File: src/rtl/decoder_pkg.sv
// decoder_pkg: shared word type plus the UART transmitter constants and state encoding.
// Optional feature macro: UART_TX_PARITY_EN adds the PARITY state and the even-parity helper.
package decoder_pkg;

    localparam int unsigned WordWidth         = 32;
    localparam int unsigned UartDataBits      = 8;
    localparam int unsigned UartClkDivDefault = 104;
    localparam int unsigned UartBitCntW       = 3;

    typedef logic [WordWidth-1:0] word_t;

    // Frame states; PARITY exists only when the parity feature is built in.
    typedef enum logic [2:0] {
        ST_IDLE   = 3'd0,
        ST_START  = 3'd1,
        ST_DATA   = 3'd2,
`ifdef UART_TX_PARITY_EN
        ST_PARITY = 3'd3,
`endif
        ST_STOP   = 3'd4
    } uart_state_e;

`ifdef UART_TX_PARITY_EN
    // Even parity over one data byte.
    function automatic logic even_parity(input logic [UartDataBits-1:0] b);
        return ^b;
    endfunction
`endif

endpackage

File: src/rtl/uart_tx_if.sv
// uart_tx_if: FIFO read handshake between a word FIFO (master) and the UART transmitter (slave).
//   data      : FIFO head word, only [7:0] is transmitted
//   have_next : FIFO holds at least one unread word (registered, lags the pop by one cycle)
//   next      : one-cycle pop strobe from the transmitter
interface uart_tx_if;
    import decoder_pkg::*;

    word_t data;
    logic  have_next;
    logic  next;

    modport master (output data, output have_next, input next);
    modport slave  (input data, input have_next, output next);

endinterface

File: src/rtl/uart_baud_gen.sv
// uart_baud_gen: bit-period counter for the UART transmitter.
//   clk_i     : clock, rising edge
//   reset_i   : synchronous active-low reset
//   i_restart : hold the count at 0 (asserted while the transmitter is idle)
//   o_tick_c  : combinational, high for the last cycle of each bit period (count == ClkDiv-1)
module uart_baud_gen #(
    parameter int unsigned ClkDiv = 104
) (
    input  logic clk_i,
    input  logic reset_i,
    input  logic i_restart,
    output logic o_tick_c
);

    localparam int unsigned    CntW   = $clog2(ClkDiv);
    localparam logic [CntW-1:0] CntMax = CntW'(ClkDiv - 1);

    logic [CntW-1:0] r_cnt;

    // Counts 0..ClkDiv-1 and wraps, so every state change on a tick starts at 0.
    always_ff @(posedge clk_i) begin
        if (!reset_i) begin
            r_cnt <= '0;
        end else if (i_restart || (r_cnt == CntMax)) begin
            r_cnt <= '0;
        end else begin
            r_cnt <= r_cnt + CntW'(1);
        end
    end

    assign o_tick_c = (r_cnt == CntMax);

endmodule

File: src/rtl/uart_tx.sv
// uart_tx: 8N1/8N2 UART transmitter fed from a word FIFO; sends data[7:0] LSB first.
//   clk_i   : clock, rising edge
//   reset_i : synchronous active-low reset; aborts any frame, the popped byte is dropped
//   fifo    : uart_tx_if.slave (data, have_next in; next pop strobe out)
//   tx      : serial line, idle high
//   busy    : frame in progress
// Parameters: ClkDiv (cycles per bit, 2..65535), StopBits (1 or 2).
// Optional feature macro: UART_TX_PARITY_EN adds one even-parity bit after the data bits.
// All outputs are registered, so tx and busy trail the state register by one cycle.
module uart_tx
    import decoder_pkg::*;
#(
    parameter int unsigned ClkDiv   = UartClkDivDefault,
    parameter int unsigned StopBits = 1
) (
    input  logic     clk_i,
    input  logic     reset_i,
    uart_tx_if.slave fifo,
    output logic     tx,
    output logic     busy
);

    localparam logic [UartBitCntW-1:0] LastDataBit = UartBitCntW'(UartDataBits - 1);
    localparam logic [UartBitCntW-1:0] LastStopBit = UartBitCntW'(StopBits - 1);

    uart_state_e             r_state;
    logic [UartDataBits-1:0] r_shift;
    logic [UartBitCntW-1:0]  r_bit_cnt;
    logic                    r_holdoff;
    logic                    r_next;
    logic                    r_tx;
    logic                    r_busy;
`ifdef UART_TX_PARITY_EN
    logic                    r_parity;
`endif

    logic w_tick;
    logic w_restart;
    logic w_pop;
    logic w_unused_data;

    // Upper word bits are never transmitted.
    assign w_unused_data = ^fifo.data[WordWidth-1:UartDataBits];

    // have_next lags the FIFO pointer, so it is ignored on the cycle after a pop.
    assign w_pop     = (r_state == ST_IDLE) && fifo.have_next && !r_holdoff;
    assign w_restart = (r_state == ST_IDLE);

    uart_baud_gen #(
        .ClkDiv(ClkDiv)
    ) u_baud_gen (
        .clk_i    (clk_i),
        .reset_i  (reset_i),
        .i_restart(w_restart),
        .o_tick_c (w_tick)
    );

    // Frame sequencer with registered line, strobe and busy outputs.
    always_ff @(posedge clk_i) begin
        if (!reset_i) begin
            r_state   <= ST_IDLE;
            r_shift   <= '0;
            r_bit_cnt <= '0;
            r_holdoff <= 1'b0;
            r_next    <= 1'b0;
            r_tx      <= 1'b1;
            r_busy    <= 1'b0;
`ifdef UART_TX_PARITY_EN
            r_parity  <= 1'b0;
`endif
        end else begin
            r_next    <= w_pop;
            r_holdoff <= w_pop;
            r_busy    <= (r_state != ST_IDLE);
            case (r_state)
                ST_IDLE: begin
                    r_tx <= 1'b1;
                    if (w_pop) begin
                        r_shift   <= fifo.data[UartDataBits-1:0];
                        r_bit_cnt <= '0;
`ifdef UART_TX_PARITY_EN
                        r_parity  <= even_parity(fifo.data[UartDataBits-1:0]);
`endif
                        r_state   <= ST_START;
                    end
                end
                ST_START: begin
                    r_tx <= 1'b0;
                    if (w_tick) begin
                        r_state <= ST_DATA;
                    end
                end
                ST_DATA: begin
                    r_tx <= r_shift[0];
                    if (w_tick) begin
                        r_shift   <= r_shift >> 1;
                        // Wraps 7->0, leaving the counter cleared for the stop bits.
                        r_bit_cnt <= r_bit_cnt + UartBitCntW'(1);
                        if (r_bit_cnt == LastDataBit) begin
`ifdef UART_TX_PARITY_EN
                            r_state <= ST_PARITY;
`else
                            r_state <= ST_STOP;
`endif
                        end
                    end
                end
`ifdef UART_TX_PARITY_EN
                ST_PARITY: begin
                    r_tx <= r_parity;
                    if (w_tick) begin
                        r_state <= ST_STOP;
                    end
                end
`endif
                ST_STOP: begin
                    r_tx <= 1'b1;
                    if (w_tick) begin
                        if (r_bit_cnt == LastStopBit) begin
                            r_bit_cnt <= '0;
                            r_state   <= ST_IDLE;
                        end else begin
                            r_bit_cnt <= r_bit_cnt + UartBitCntW'(1);
                        end
                    end
                end
                default: begin
                    r_tx    <= 1'b1;
                    r_state <= ST_IDLE;
                end
            endcase
        end
    end

    assign fifo.next = r_next;
    assign tx        = r_tx;
    assign busy      = r_busy;

endmodule

File: src/flat_wrapper.sv
// flat-port wrapper written by rule: the top's interface ports become plain ports
module uart_tx_flat import decoder_pkg::*;
#(
    parameter int unsigned ClkDiv   = UartClkDivDefault,
    parameter int unsigned StopBits = 1
)
  (clk_i, reset_i, tx, busy, fifo_data, fifo_have_next, fifo_next);
  uart_tx_if fifo_i ();
  input  logic clk_i;
  input  logic reset_i;
  output logic tx;
  output logic busy;
  input wire logic [$bits(fifo_i.data)-1:0] fifo_data;
  input wire logic [$bits(fifo_i.have_next)-1:0] fifo_have_next;
  output wire logic [$bits(fifo_i.next)-1:0] fifo_next;
  assign fifo_i.data = fifo_data;
  assign fifo_i.have_next = fifo_have_next;
  assign fifo_next = fifo_i.next;
  uart_tx #(.ClkDiv(ClkDiv), .StopBits(StopBits)) u_core (.clk_i(clk_i), .reset_i(reset_i), .fifo(fifo_i), .tx(tx), .busy(busy));
endmodule
File: config.mk
export PLATFORM = sky130hd
export DESIGN_NAME = uart_tx_flat
export DESIGN_NICKNAME = d
export VERILOG_FILES = /design/src/rtl/decoder_pkg.sv /design/src/rtl/uart_tx_if.sv /design/src/rtl/uart_baud_gen.sv /design/src/rtl/uart_tx.sv /design/src/flat_wrapper.sv
export SDC_FILE = /design/constraint.sdc
export NUM_CORES = 1
export LEC_CHECK = 0
export CORE_MARGIN = 1
export CORE_UTILIZATION = 35
export DETAILED_ROUTE_END_ITERATION = 10
export PLACE_DENSITY = 0.66
export SLEW_MARGIN = 30
export SYNTH_ARGS = -nofsm -noshare
export SYNTH_HDL_FRONTEND = slang
export SYNTH_SLANG_ARGS = --single-unit
File: constraint.sdc
create_clock -name clk_i -period 1.5 [get_ports clk_i]
set_input_delay 0.15 -clock clk_i [delete_from_list [all_inputs] [get_ports clk_i]]
set_output_delay 0.15 -clock clk_i [all_outputs]
set_load 0.05 [all_outputs]
==> summary.md <==
| Metric | Value |
|---|---|
| Routability-driven placement congestion ratio | 0.745 |
| Maximum resistive drop on vdd | 0.000354 V |
| Power per cell area | 813 nW/µm² |
| Cell chosen for the clock root | clkbuf_4 |
| Class of the most critical hold timing path | input port to register |
| Most instantiated flip-flop cell in the synthesis netlist | dfxtp_1 |
| Combined area of all synthesized cells | 1140 µm² |
| Relative slew slack | 72.6% |
| Total routed wirelength | 2240 µm |
| Clock tree from TritonCTS | done |
| Share of cells above drive strength 1 | 23.4% |
| Global-route total usage across every layer | 14.0% |
| Mean instance size in the synthesized netlist | 9.68 µm² |
| Master of the slowest instance on the critical path | dfxtp_1 |
| Pleak | 0.550 nW |
| Filler cell count | 287 |
| Remaining global-route overflow | 0 |
| Number of levels in the clock H-tree | 1 |
| Total via count in the routed design | 972 |
| Total of max-cap violations | 0 |
| Worst path top cell family by delay | buffers and inverters |
| Worst-case register-to-register setup slack | 0.05 ns |
| Hold path startpoint | fifo_data[7] |
| Final hold vios | 0 |
| Final Core Density | 48.4% |
| R2r endpoint | u_core.r_shift[5]$_SDFFE_PN0P_ |
| Fin crit share | 96.7% |
| Distinct cells, synth | 34 |
| Inserted Clock Buffers | 3 |
| Min Tclk post-route | 1.45 ns |
| Antenna Diode Count | 0 |
| Count of endpoints failing setup in the final report | 0 |
| Io pins | 38 |
| Final setup TNS | 0 ns |
| Slowest Stage Delay on Critical Path | 0.45 ns |
| Post-synth EDFFs | 0 |
| Number of synthesized register bits | 24 |
| Outcome | finished clean |
| Die Outline Area | 3500 µm² |
| Cell count after placement | 183 |
| Type of element capturing the critical path | register |
| Number of global-route vias before repair | 926 |
| Cell count after synthesis | 118 |
| NumNets Final | 185 |
| Die Ht | 59.1 µm |
| R2R Path Start | u_core.r_state[1]$_SDFFE_PN0P_ |
| Total power of the final layout | 1.21 mW |
| Synth warn | 0 |
| Number of antenna violations at the first check in global routing | 0 |
| Hold Crit Depth | 2 |
| HPWL after detailed placement | 1620 µm |
| Total buffers and inverters traversed by the critical path | 3 |
| Most frequent cells after synthesis | dfxtp_1 (24), a21oi_1 (11) |
| Post-detailed-route DRC marker count | 0 |
| Capture endpoint of the worst hold path | u_core.r_shift[7]$_SDFFE_PN0P_ |
| Most frequent CP cell | buf_4 |
| Avg Vias per Cell | 5.14 |
| Area of the core region | 3080 µm² |
| Total clock sinks | 24 |
| Site Rows | 20 |
| Synth async-reset ratio | 0% |
| Crit-path max FO | 12 |
| Least-Margin Pin Slew | 0.409 ns |
| P&R area growth vs syn | 30.3% |
| Worst-skew pair later-pin latency | 0.32 ns |
| Detail Route Antenna Nets | 0 |
| Horizontal die dimension | 59.1 µm |
| Synthesized net count | 157 |
| Portion of the post-synthesis area used by sequential elements | 42.1% |
| Starting density of the core | 37.1% |
| Buffers added on ports | 13 |
| Most repeated cell in the gate-level netlist after synthesis | dfxtp_1 |
| Post-CTS Hold Fix Bufs | 0 |
| Arrival time worst endpoint | 1.69 ns |
| RSZ-0062 raised after global routing | yes |
| Cell type with the highest aggregate area in the netlist | dfxtp_1 |
| Maximum number of buffers from clock root to sink | 2 |
| FF-to-FF path depth | 5 |
| Chain of cells forming the critical path | buf_4 > o32ai_4 > buf_12 > buf_4 > a311oi_1 |
| Initial DRC count | 20 |
| Post-layout instance count excluding filler cells | 189 |
| Clock-pin slew on the worst setup and hold paths | 0.13 ns |
| Leading post-synthesis cells by cell area | dfxtp_1 (42%), mux2i_1 (6.1%), a311oi_1 (5.4%), a21oi_1 (4.8%), ha_1 (4.4%) |
| Critical path data required time | 1.74 ns |
| Detailed Routing Iterations Pass 1 | 4 |
| Element type at the critical path start | register |
| Drt wl/cell | 11.9 µm |
| Pin count of the biggest net entering global routing | 16 |
| Area fraction of the dominant cell type after synthesis | 42.1% |
| Worst setup path class | register to register |
| Clock tree skew after final layout | 0.00160 ns |
| Max Clock Freq | 0.690 GHz |
| Max-slew violation total from the final report | 0 |
| Global-route wire length before repair | 3700 µm |
[cells by family (layout without fill, tap and decap cells)]
| group | Yosys count | count (layout) | share of synthesized area (%) |
|---|---|---|---|
| AOI/OAI and AO/OA | 31 | 31 | 20.7 |
| xor gates and xnor gates | 4 | 4 | 3.07 |
| adders and majority gates | 4 | 4 | 4.38 |
| buffers and inverters | 9 | 36 | 4.49 |
| DFF | 24 | 24 | 42.1 |
| muxes | 7 | 7 | 6.13 |
| and+or+nand+nor | 39 | 39 | 19.2 |
[sequential cells by signal, indices dropped and copies added, names as in the netlist]
register and count:
u_core.r_state 3, u_core.r_bit_cnt 3, u_core.u_baud_gen.r_cnt 7, u_core.r_shift 8, u_core.tx 1, u_core.r_holdoff 1, u_core.busy 1
[through the flow]
stage	hold WS [ns]	setup slack, ns	cell area [µm²]
detailed placement	0.487	-0.0842	1400
finish	0.414	0.0498	1490
CTS	0.409	0.00553	1450
global placement	0.476	-0.0933	1400
floorplan	0.276	0.00835	1140
global route	0.407	-0.0267	1490
[repair_timing]
action                                  CTS  global route
pin swaps                                 1             1
resized for setup                         2             7
buffers inserted                          2             0
endpoints found under the hold margin     0             0
endpoints found under the setup margin    9            18
[worst max path at each step]
| stage | from | endpoint | depth (start not counted) |
|---|---|---|---|
| finish | u_core.r_state[1]$_SDFFE_PN0P_ | u_core.r_shift[5]$_SDFFE_PN0P_ | 5 |
| global route | u_core.u_baud_gen.r_cnt[6]$_SDFF_PP0_ | u_core.r_bit_cnt[1]$_SDFFE_PN0P_ | 5 |
| CTS | u_core.u_baud_gen.r_cnt[1]$_SDFF_PP0_ | u_core.r_shift[5]$_SDFFE_PN0P_ | 6 |
| detailed placement | fifo_have_next | u_core.r_bit_cnt[1]$_SDFFE_PN0P_ | 5 |
| global placement | fifo_have_next | u_core.r_bit_cnt[1]$_SDFFE_PN0P_ | 5 |
| floorplan | u_core.u_baud_gen.r_cnt[0]$_SDFF_PP0_ | u_core.r_shift[4]$_SDFFE_PN0P_ | 6 |
[cell usage in the layout (no fill, tap or decap), drive strengths merged, types with 2 or more instances in the layout]
master,count
dfxtp,24
buf,18
a21oi,11
clkdlybuf4s50,10
nor2,7
nand2b,7
mux2i,7
a311oi,7
nand2,5
nand3,5
inv,4
ha,4
clkbuf,4
a32o,3
nor2b,3
o21ai,3
and3,3
nor3b,2
and2b,2
xor2,2
xnor2,2
nor3,2
[final cells by class]
type / count / area [µm²] / share of cell area, %
Sequential cell: 24 / 484 / 32.5
Multi-Input combinational cell: 85 / 651 / 43.7
Timing Repair Buffer: 28 / 248 / 16.6
Tap cell: 44 / 55.1 / 3.70
Clock buffer: 4 / 36.3 / 2.44
Inverter: 4 / 15.0 / 1.01
[report_power, final]
| part | internal [mW] | total (mW) | switching [mW] | leakage (nW) |
|---|---|---|---|---|
| Clock | 0.149 | 0.350 | 0.202 | 0.0210 |
| Combinational | 0.0896 | 0.174 | 0.0849 | 0.332 |
| Sequential | 0.667 | 0.686 | 0.0184 | 0.197 |
| Total | 0.905 | 1.21 | 0.305 | 0.550 |
[worst reg2reg max path: cells and delay by family (launching register included)]
family                 cells  cell delay, ns
buffers and inverters      3            0.55
AO/OA/AOI/OAI              2            0.37
flip-flops                 1            0.45
[metal layers]
layer | vias up | routed length, µm | global-route usage (%)
met2 | 12 | 1100 | 25.2
li1 | 488 | - | -
met5 | - | 0 | 0
met4 | 0 | 40 | 7.14
met3 | 5 | 43 | 1.97
met1 | 467 | 1050 | 16.2
No activity file was read; power rests on OpenSTA's default activity.
